===== config.mk =====
export PLATFORM = sky130hd
export DESIGN_NAME = if_fetch_unit
export DESIGN_NICKNAME = d
export VERILOG_FILES = /design/src/rtl/if_fetch_unit_pkg.sv /design/src/rtl/if_fetch_unit.sv
export SDC_FILE = /design/constraint.sdc
export NUM_CORES = 1
export LEC_CHECK = 0
export CAP_MARGIN = 5
export CORE_MARGIN = 2
export CORE_UTILIZATION = 53
export DETAILED_ROUTE_END_ITERATION = 10
export GPL_TIMING_DRIVEN = 0
export PLACE_DENSITY_LB_ADDON = 0.08
export RECOVER_POWER = 50
export SYNTH_ARGS = -nofsm -noshare
export SYNTH_HDL_FRONTEND = slang
export SYNTH_SLANG_ARGS = --single-unit

===== constraint.sdc =====
create_clock -name clk_i -period 2.5 [get_ports clk_i]
set_input_delay 0.25 -clock clk_i [delete_from_list [all_inputs] [get_ports clk_i]]
set_output_delay 0.25 -clock clk_i [all_outputs]
set_load 0.03 [all_outputs]

===== src/rtl/if_fetch_unit_pkg.sv =====
// Shared types and constants for the instruction fetch unit.
package if_fetch_unit_pkg;

   typedef enum logic [1:0] {
      ST_FETCH = 2'd0,
      ST_HOLD  = 2'd1,
      ST_DRAIN = 2'd2
   } fetch_state_e;

   localparam logic [31:0] INST_NOP         = 32'h0000_0000;
   localparam logic [31:0] PC_STEP          = 32'd4;
   localparam logic [31:0] DEFAULT_RESET_PC = 32'h0000_0000;

endpackage


===== src/rtl/if_fetch_unit.sv =====
// Instruction fetch: owns the PC, issues one-outstanding reads, feeds IF/ID,
// buffers one instruction across decode stalls and squashes wrong-path fetches.
module if_fetch_unit
   import if_fetch_unit_pkg::*;
#(
   parameter logic [31:0] RESET_PC = DEFAULT_RESET_PC
) (
   input  logic        clk_i,
   input  logic        rst_i,
   input  logic        Hz_i,
   input  logic        branch_i,
   input  logic [31:0] branch_target_i,
   output logic        mem_req_o,
   output logic [31:0] mem_addr_o,
   input  logic        mem_ack_i,
   input  logic [31:0] mem_data_i,
   output logic [31:0] pc_o,
   output logic [31:0] inst_o,
   output logic        valid_o,
   output logic        stall_o
);

   fetch_state_e state_q, state_d;
   logic [31:0]  pc_q, pc_d;
   logic [31:0]  pc_next_q, pc_next_d;
   logic [31:0]  buf_pc_q, buf_pc_d;
   logic [31:0]  buf_inst_q, buf_inst_d;
   logic         buf_vld_q, buf_vld_d;
   logic [31:0]  pc_out_q, pc_out_d;
   logic [31:0]  inst_out_q, inst_out_d;
   logic         valid_q, valid_d;
   // Keeps mem_req_o low while in reset and through the release cycle.
   logic         run_q, run_d;

   logic        ack;
   logic [31:0] target;

   assign target     = branch_target_i & ~32'h3;
   assign mem_req_o  = run_q & (state_q != ST_HOLD);
   assign mem_addr_o = pc_q;
   assign ack        = mem_req_o & mem_ack_i;
   assign stall_o    = mem_req_o & ~mem_ack_i;

   assign pc_o    = pc_out_q;
   assign inst_o  = inst_out_q;
   assign valid_o = valid_q;

   always_comb begin
      state_d    = state_q;
      pc_d       = pc_q;
      pc_next_d  = pc_next_q;
      buf_pc_d   = buf_pc_q;
      buf_inst_d = buf_inst_q;
      buf_vld_d  = buf_vld_q;
      pc_out_d   = pc_out_q;
      inst_out_d = inst_out_q;
      valid_d    = 1'b0;
      run_d      = 1'b1;

      unique case (state_q)
         ST_FETCH: begin
            if (branch_i) begin
               // An unacknowledged request cannot be aborted, so park the target.
               if (ack || !mem_req_o) begin
                  pc_d      = target;
                  buf_vld_d = 1'b0;
               end else begin
                  pc_next_d = target;
                  state_d   = ST_DRAIN;
               end
            end else if (ack) begin
               pc_d = pc_q + PC_STEP;
               if (Hz_i) begin
                  buf_pc_d   = pc_q;
                  buf_inst_d = mem_data_i;
                  buf_vld_d  = 1'b1;
                  state_d    = ST_HOLD;
               end else begin
                  pc_out_d   = pc_q;
                  inst_out_d = mem_data_i;
                  valid_d    = 1'b1;
               end
            end
         end
         ST_HOLD: begin
            if (branch_i) begin
               pc_d      = target;
               buf_vld_d = 1'b0;
               state_d   = ST_FETCH;
            end else if (!Hz_i) begin
               if (buf_vld_q) begin
                  pc_out_d   = buf_pc_q;
                  inst_out_d = buf_inst_q;
                  valid_d    = 1'b1;
               end
               buf_vld_d = 1'b0;
               state_d   = ST_FETCH;
            end
         end
         ST_DRAIN: begin
            if (ack) begin
               pc_d    = branch_i ? target : pc_next_q;
               state_d = ST_FETCH;
            end else if (branch_i) begin
               pc_next_d = target;
            end
         end
         default: state_d = ST_FETCH;
      endcase
   end

   always_ff @(posedge clk_i or negedge rst_i) begin
      if (!rst_i) begin
         state_q    <= ST_FETCH;
         pc_q       <= RESET_PC;
         pc_next_q  <= RESET_PC;
         buf_pc_q   <= '0;
         buf_inst_q <= INST_NOP;
         buf_vld_q  <= 1'b0;
         pc_out_q   <= '0;
         inst_out_q <= INST_NOP;
         valid_q    <= 1'b0;
         run_q      <= 1'b0;
      end else begin
         state_q    <= state_d;
         pc_q       <= pc_d;
         pc_next_q  <= pc_next_d;
         buf_pc_q   <= buf_pc_d;
         buf_inst_q <= buf_inst_d;
         buf_vld_q  <= buf_vld_d;
         pc_out_q   <= pc_out_d;
         inst_out_q <= inst_out_d;
         valid_q    <= valid_d;
         run_q      <= run_d;
      end
   end

endmodule

; ---- Word level (Yosys, flattened, before mapping)
; Index checks and enable logic that the tools add are counted.
[op_classes]
n_addsub = 1
eq_ne = 19
muxes = 47
bitwise = 5
n_reduce_logical = 12
[ops]
columns = op, n
row1 = 32-bit 2-to-1 mux, 21
row2 = 32-bit one-hot mux with 2 select lines, 3
row3 = 32-bit one-hot mux with 3 select lines, 1
row4 = 32-bit by 3-bit adder with 32-bit output (second input constant), 1
row5 = 2-bit inequality test (second input constant), 11
row6 = 3-bit inequality test (second input constant), 5
row7 = 5-bit AND reduction, 3
row8 = 2-bit 2-to-1 mux, 7
row9 = 1-bit 2-to-1 mux, 12
row10 = 4-bit AND reduction, 2
row11 = 7-bit AND reduction, 1
row12 = 2-bit one-hot mux with 3 select lines, 1
row13 = 1-bit one-hot mux with 2 select lines, 2
row14 = 2-bit nonzero test, 2
row15 = 1-bit AND, 3
row16 = 3-bit nonzero test, 1
row17 = 2-bit by 1-bit == test with 1-bit output (second input constant), 1
row18 = 2-bit == test (second input constant), 1
row19 = 2-bit zero test, 1
row20 = 2-bit by 1-bit inequality test with 1-bit output (second input constant), 1
row21 = 1-bit NOT, 2
row22 = 1-bit zero test, 1
row23 = 1-bit logical OR, 1
[totals]
register_bits = 197
in_bits = 69
out_inout_bits = 99

; ---- Depth between registers and ports, before layout
; Gate-level depths: netlist of the first run.
[logic_depth]
depth_word = 7
mapped_depth = 10
mapped_depth_nobuf = 7

; ---- Worst setup path before layout of the first run
; OpenSTA, ideal clock, no wires.
[synth_path]
path_type = register to register
startpoint = reg state_q[0]
endpoint = reg pc_q[31], in the netlist mem_addr_o[31]
setup_time_ns = 0.069
t_arrival_ns = 2.023
slack_ns = 0.408
stages_incl_launch_ff = 9
cell_sequence = dfrtp_1 inv_1 ha_1 buf_4 a2bb2oi_1 or4_1 or3_1 or3_1 nand3_1
[synth_between]
elab_chain_len = 6
[synth_lines]
columns = item, line
row1 = from (decl), if_fetch_unit.sv:23  ; fetch_state_e state_q, state_d;
row2 = from (signal assigned), if_fetch_unit.sv:125  ; state_q <= state_d;
row3 = 2-bit by 1-bit inequality test with 1-bit output, if_fetch_unit.sv:39  ; assign mem_req_o = run_q & (state_q != ST_HOLD);
row4 = 1-bit AND, if_fetch_unit.sv:39
row5 = 1-bit AND / 1-bit zero test (equally long branches), "if_fetch_unit.sv:41, if_fetch_unit.sv:64"
row6 = 1-bit logical OR, if_fetch_unit.sv:64  ; if (ack || !mem_req_o) begin
row7 = 3-bit inequality test (no source line), n/a
row8 = 5-bit AND reduction (no source line), n/a
row9 = to (signal assigned), if_fetch_unit.sv:126  ; pc_q <= pc_d;
row10 = to (decl), if_fetch_unit.sv:24  ; logic [31:0] pc_q, pc_d;
; Several ways; a longest one is shown, not always the timed one.
; A chain may end at the register's enable or synchronous reset.

; ---- Worst setup path after layout of the first run
[layout_path]
startpoint = reg state_q[0]
endpoint = reg pc_q[20], in the netlist mem_addr_o[20]
; Same word-level chain as after synthesis.

==> impl_metrics.yaml, run 1 <==
run_status:
  status: "finished clean"
critical_path:
  end_kind: "flop"
  r2r_cells: 9
  critPathBufInv: 4
  critPathTopFamily: "buffers and inverters"
  crit_arrival_ns: 2.76
  crit_fanout: 10
  start_kind: "flop"
  regToRegStartpoint: "state_q[0]"
  critical-path-max-stage-delay_ns: 0.42
  cp.required_ns: 2.86
  timing.reg2reg.setup_slack_ns: 0.10
  path_class: "flop to flop"
  reg2reg_to: "mem_addr_o[20]"
  cp_slowest_cell: "dfrtp_1"
  worstPathCellList: "inv_1 -> ha_1 -> buf_2 -> clkinvlp_4 -> nor3b_4 -> buf_4 -> a22oi_1 -> o31a_1 -> o21ai_1"
timing:
  clock_skew_ns: 0.00885
  slew_viol_final: 0
  min_period_ns: 2.40
  worst_slack_ns: 0.101
  tightest_slew_ns: 1.27
  fin_crit_sh: 0.960
  relSlewSlack: 0.155
  report.final.setup_viol: 0
  rsz0062_at_grt: "yes"
  fmax_ghz: 0.417
  holdWs_ns: 0.425
  finalHoldViolations: 0
yosys:
  synthCells: 898
  synth_edf_count: 0
  synth_seq_area_share: 0.513
  synth.distinct_cells: 60
  synth.avg_cell_area_um2: 10.7
  synth-main-ff-cell: "dfrtp_1"
  yosysWarnings: 0
  synthArstFlopShare: 1.00
  ys_top_cells_by_area: "dfrtp_1 51%, mux2_2 10%, mux2i_1 7.3%"
  synth_nets: 971
  syn-cell-area_um2: 9620
  synth_seq_cells: 197
  synth.largest_area_cell: "dfrtp_1"
  yosysTopAreaCellShare: 0.513
power_and_ir_drop:
  irDropWorstVdd_uv: 657
  power_density_nw_per_um2: 1400
  finalPower_w: 0.0174
  p_leak_nw: 5.21
clocking:
  cts_made_buffers: 17
  insertion_delay_ns: 0.44
  h-tree-depth: 4
  cts_root_buf: "clkbuf_16"
  cts.path.max_buffers: 2
  cts_tree: "done"
  clk_pin_slew_ns: 0.07
  clock_sinks: 197
placement:
  port_buffers: 164
  dpl.hpwl_um: 18500
  dp_slack_ns: -0.357
  gp_congestion: 0.906
worst_hold_path:
  hp-class: "input pin to flop"
  hold_end: "mem_addr_o[29]"
  whs_path_depth: 4
  min-delay-start: "branch_i"
layout:
  final_common_cell: "dfrtp_1"
  layout-drive-gt1-share: 0.188
  syn2layout_area_growth_pct: 29.1
  final_cell_mix: "197 x dfrtp_1, 116 x clkdlybuf4s50_1, 110 x a21oi_1, 89 x mux2_2, 87 x nor2_1"
  nets: 1166
routing:
  drc: 0
  drtAntennaViolNets: 0
  dr.pass1.iters: 5
  routed_wl_um: 26900
  drt_iter0_markers: 565
  routedWlPerCell_um: 20.2
  vias: 8062
  via_per_inst: 6.03
global_route:
  grt_start_max_net_pins: 107
  gr-usage-all-layers: 0.280
  grt_pass1_wl_um: 42500
  grt_pass1_vias: 7809
  antenna_found_initial: 1
  overflow: 0
floorplanning:
  initial_core_util: 0.537
  die_x_um: 139
  num_rows: 49
  chipHeight_um: 139
  core_um2: 17900
  dieArea_um2: 19200
  pin_count: 168
run:
  cap_violations: 0
[synth_stat cells (11+ instances only)]
cell type and instances:
a22oi_1 20, mux2i_1 70, nand2_1 47, nand3_1 15, dfrtp_1 197, buf_2 48
a21oi_1 112, inv_1 14, a22o_1 14, mux2_2 89, a21o_1 11, clkbuf_1 12
nor2_1 87, o21ai_0 50
[metal layers]
| layer | wire (um) | GRT usage | vias up |
|---|---|---|---|
| met1 | 11600 | 0.385 | 3990 |
| met5 | 0 | 0 | - |
| met2 | 12500 | 0.441 | 363 |
| li1 | - | - | 3644 |
| met3 | 1870 | 0.0456 | 65 |
| met4 | 933 | 0.126 | 0 |
[how the worst max path moves through the flow]
stage                    start              to  slack [ns]  cells past startpoint
floorplan           state_q[0]  mem_addr_o[31]        0.41                      8
global placement         rst_i    buf_pc_q[22]       -7.25                      1
detailed placement        Hz_i    buf_pc_q[30]       -0.36                      7
CTS                 state_q[1]       mem_req_o       0.009                      6
global route        state_q[1]  mem_addr_o[22]       -0.05                      9
finish              state_q[0]  mem_addr_o[20]        0.10                      9
[state kept, by name (all words and copies together), names as in the netlist]
register    count
buf_inst_q     32
buf_pc_q       32
inst_o         32
mem_addr_o     32
pc_next_q      32
pc_o           32
state_q         2
buf_vld_q       1
run_q           1
valid_o         1
[timing repair]
item / CTS / global route
gates resized for setup: 15 / 42
endpoints found under the setup margin: 149 / 156
endpoints found under the hold margin: 91 / 0
pin swaps: 0 / 3
cloned: 0 / 0
setup buffers: 2 / 8
hold buffers: 1 / 0
[report_power, final]
group | total, W | internal [W] | switching [W]
registers | 0.00578 | 0.00470 | 0.00108
logic | 0.00870 | 0.00368 | 0.00502
clock network | 0.00294 | 0.00163 | 0.00130
total | 0.0174 | 0.0100 | 0.00741
[per-stage QoR]
step                std cells   util  TNS [ns]  area, um2
finish                   1336  0.694         0      12400
global route             1335  0.693    -0.270      12400
CTS                      1327  0.686         0      12300
detailed placement       1292  0.647     -9.25      11600
global placement         1291  0.645  -1431.91      11500
floorplan                 898      -         0       9620
[area by class of cell]
cell class / instances / area, um2
clock buffers: 18 / 439
clock inverters: 14 / 195
diodes: 1 / 2.50
multi-input cells: 621 / 4360
flip-flops and latches: 197 / 4930
plain buffers: 66 / 395
repair buffers: 176 / 1750
inverters: 14 / 56.3
fillers: 1411 / 5490
well taps: 229 / 287
[tightest hold or removal path, stage by stage]
cell and delay [ns]:
buf_2 0.19, or4_1 0.20, or3_1 0.11, o211ai_1 0.07
[cells by family (layout without fill, tap and decap cells)]
family	count (synthesis)	in the layout	share of synthesized area
buffers and inverters	80	288	0.0383
adders and majority gates	4	4	0.00520
DFF	197	197	0.513
AOI/OAI and AO/OA	249	249	0.157
and+or+nand+nor	203	203	0.104
other	1	2	0.000390
xor gates and xnor gates	3	3	0.00273
muxes	161	161	0.179
Note: power is estimated with default switching activity, not from simulation.
==> run 2, diff against run 1 <==
PLACE_DENSITY = 0.8   (was unset)
PLACE_DENSITY_LB_ADDON = unset   (was 0.08)
==> run 2 against run 1 <==
Fmax is 0.50% lower. Design area shrank 0.93%. Sequential power rose by 1%. Global-route usage decreased by 0.48 points. Clock power decreased by 9.5%. Worst setup slack got worse by 0.012 ns. Utilization is 0.64 points lower. Total power fell by 1.7%.
==> impl_metrics.yaml, run 2 (same netlist as run 1, synthesis figures left out) <==
floorplanning:
  dieArea_um2: 19200
  num_rows: 49
  pin_count: 168
  core_um2: 17900
  die_x_um: 139
  initial_core_util: 0.537
  chipHeight_um: 139
power_and_ir_drop:
  irDropWorstVdd_uv: 756
  p_leak_nw: 5.15
  power_density_nw_per_um2: 1390
clocking:
  h-tree-depth: 4
  insertion_delay_ns: 0.44
  clk_pin_slew_ns: 0.07
  cts_root_buf: "clkbuf_16"
  cts_tree: "done"
  cts.path.max_buffers: 2
  clock_sinks: 197
  cts_made_buffers: 17
worst_hold_path:
  min-delay-start: "branch_target_i[2]"
  hold_end: "pc_next_q[2]"
  hp-class: "input pin to flop"
  whs_path_depth: 3
timing:
  relSlewSlack: 0.186
  fin_crit_sh: 0.964
  report.final.setup_viol: 0
  finalHoldViolations: 0
  tightest_slew_ns: 1.22
  clock_skew_ns: 0.00787
  slew_viol_final: 0
  fmax_ghz: 0.415
  min_period_ns: 2.41
layout:
  syn2layout_area_growth_pct: 27.9
  nets: 1165
  antenna_cells: 0
  final_cell_mix: "197 x dfrtp_1, 117 x clkdlybuf4s50_1, 111 x a21oi_1, 89 x mux2_2, 87 x nor2_1"
  design_area_um2: 12300
  instances_no_fill: 1334
  utilization: 0.687
  final_common_cell: "dfrtp_1"
  layout-drive-gt1-share: 0.184
routing:
  via_per_inst: 5.99
  wl_met2_um: 12500
  drc: 0
  dr.pass1.iters: 6
  wl_met1_um: 11600
  vias: 7990
  route.met3.wl_um: 1760
  routedWlPerCell_um: 19.8
  drt_iter0_markers: 826
  drtAntennaViolNets: 0
  routed_wl_um: 26400
  top_layer_used: "met4"
critical_path:
  crit_fanout: 10
  start_kind: "flop"
  reg2reg_to: "buf_pc_q[29]"
  r2r_cells: 9
  timing.reg2reg.setup_slack_ns: 0.09
  regToRegStartpoint: "state_q[1]"
  end_kind: "flop"
  crit_arrival_ns: 2.73
  cp.required_ns: 2.81
  path_class: "flop to flop"
global_route:
  grt_pass1_wl_um: 42100
  grt_start_max_net_pins: 112
  overflow: 0
  antenna_found_initial: 0
  grt_pass1_vias: 7713
  gr-usage-all-layers: 0.275
placement:
  dpl.cell_count: 1292
  port_buffers: 164
  dpl_cell_area_um2: 11600
  dpl.hpwl_um: 18800
  gp_congestion: 0.964
run:
  cap_violations: 0
run_status:
  status: "finished clean"
run 2: cell types whose count changed in the layout (fill, tap and decap cells not counted), sizes merged:
cell	before	now
buf	49	53
bufinv	3	0
clkbuf	47	43
clkdlybuf4s15	0	1
clkdlybuf4s50	116	117
clkinv	7	5
clkinvlp	2	3
diode	1	0
dlygate4sd3	46	45
dlymetal6s2s	1	0
inv	16	19
run 2: metrics by stage:
stage	total power (W)	hold slack [ns]	setup slack [ns]	setup TNS, ns
after global routing	0.0181	0.463	-0.0228	-0.458
after detailed placement	0.0144	0.301	-0.0649	-0.128
after floorplan	0.0111	-0.0456	0.408	0
after CTS	0.0170	0.416	-0.0140	-0.0456
final	0.0171	0.438	0.0890	0
after global placement	0.0141	0.462	-6.94	-1365.06
run 2: worst max-delay path by stage:
stage,startpoint,endpoint,depth (start not counted)
final,state_q[1],buf_pc_q[29],9
after global routing,state_q[1],buf_inst_q[23],9
after CTS,state_q[1],pc_o[24],9
after detailed placement,Hz_i,buf_pc_q[29],7
after global placement,rst_i,pc_next_q[21],1
after floorplan,state_q[0],mem_addr_o[31],8
run 2: power breakdown:
| group | internal [W] | leakage, nW | switching [W] |
|---|---|---|---|
| logic | 0.00364 | 2.53 | 0.00497 |
| registers | 0.00470 | 2.35 | 0.00114 |
| clock network | 0.00136 | 0.271 | 0.00130 |
| total | 0.00970 | 5.15 | 0.00742 |
run 2: what timing repair did:
item	CTS	global route
endpoints found under the setup margin	10	100
pin swaps	0	3
hold buffers	1	0
buffers inserted	3	6
gates resized for setup	3	48
hold endpoints to repair	86	0
gates cloned	0	0
run 2: final cells by class:
cell class / instances / area (um2)
Multi-Input combinational cell: 621 / 4350
Clock buffer: 19 / 453
Buffer: 66 / 374
Fill cell: 1375 / 5600
Clock inverter: 13 / 115
Tap cell: 229 / 287
Inverter: 14 / 52.6
Timing Repair Buffer: 175 / 1740
Sequential cell: 197 / 4930
run 2: routing by layer:
| metal | GRT usage | up-vias |
|---|---|---|
| li1 | - | 3652 |
| met1 | 0.395 | 3900 |
| met2 | 0.440 | 387 |
| met3 | 0.0435 | 51 |
| met4 | 0.0776 | 0 |
| met5 | 0 | - |
run 2: worst max-delay path, stage by stage, from the launching register on:
cell and delay [ns]:
dfrtp_1 0.41, inv_1 0.09, ha_1 0.17, buf_2 0.16, nand3b_1 0.30, nand2_1 0.16, nand4b_1 0.26, buf_6 0.21
buf_2 0.19, mux2_1 0.34
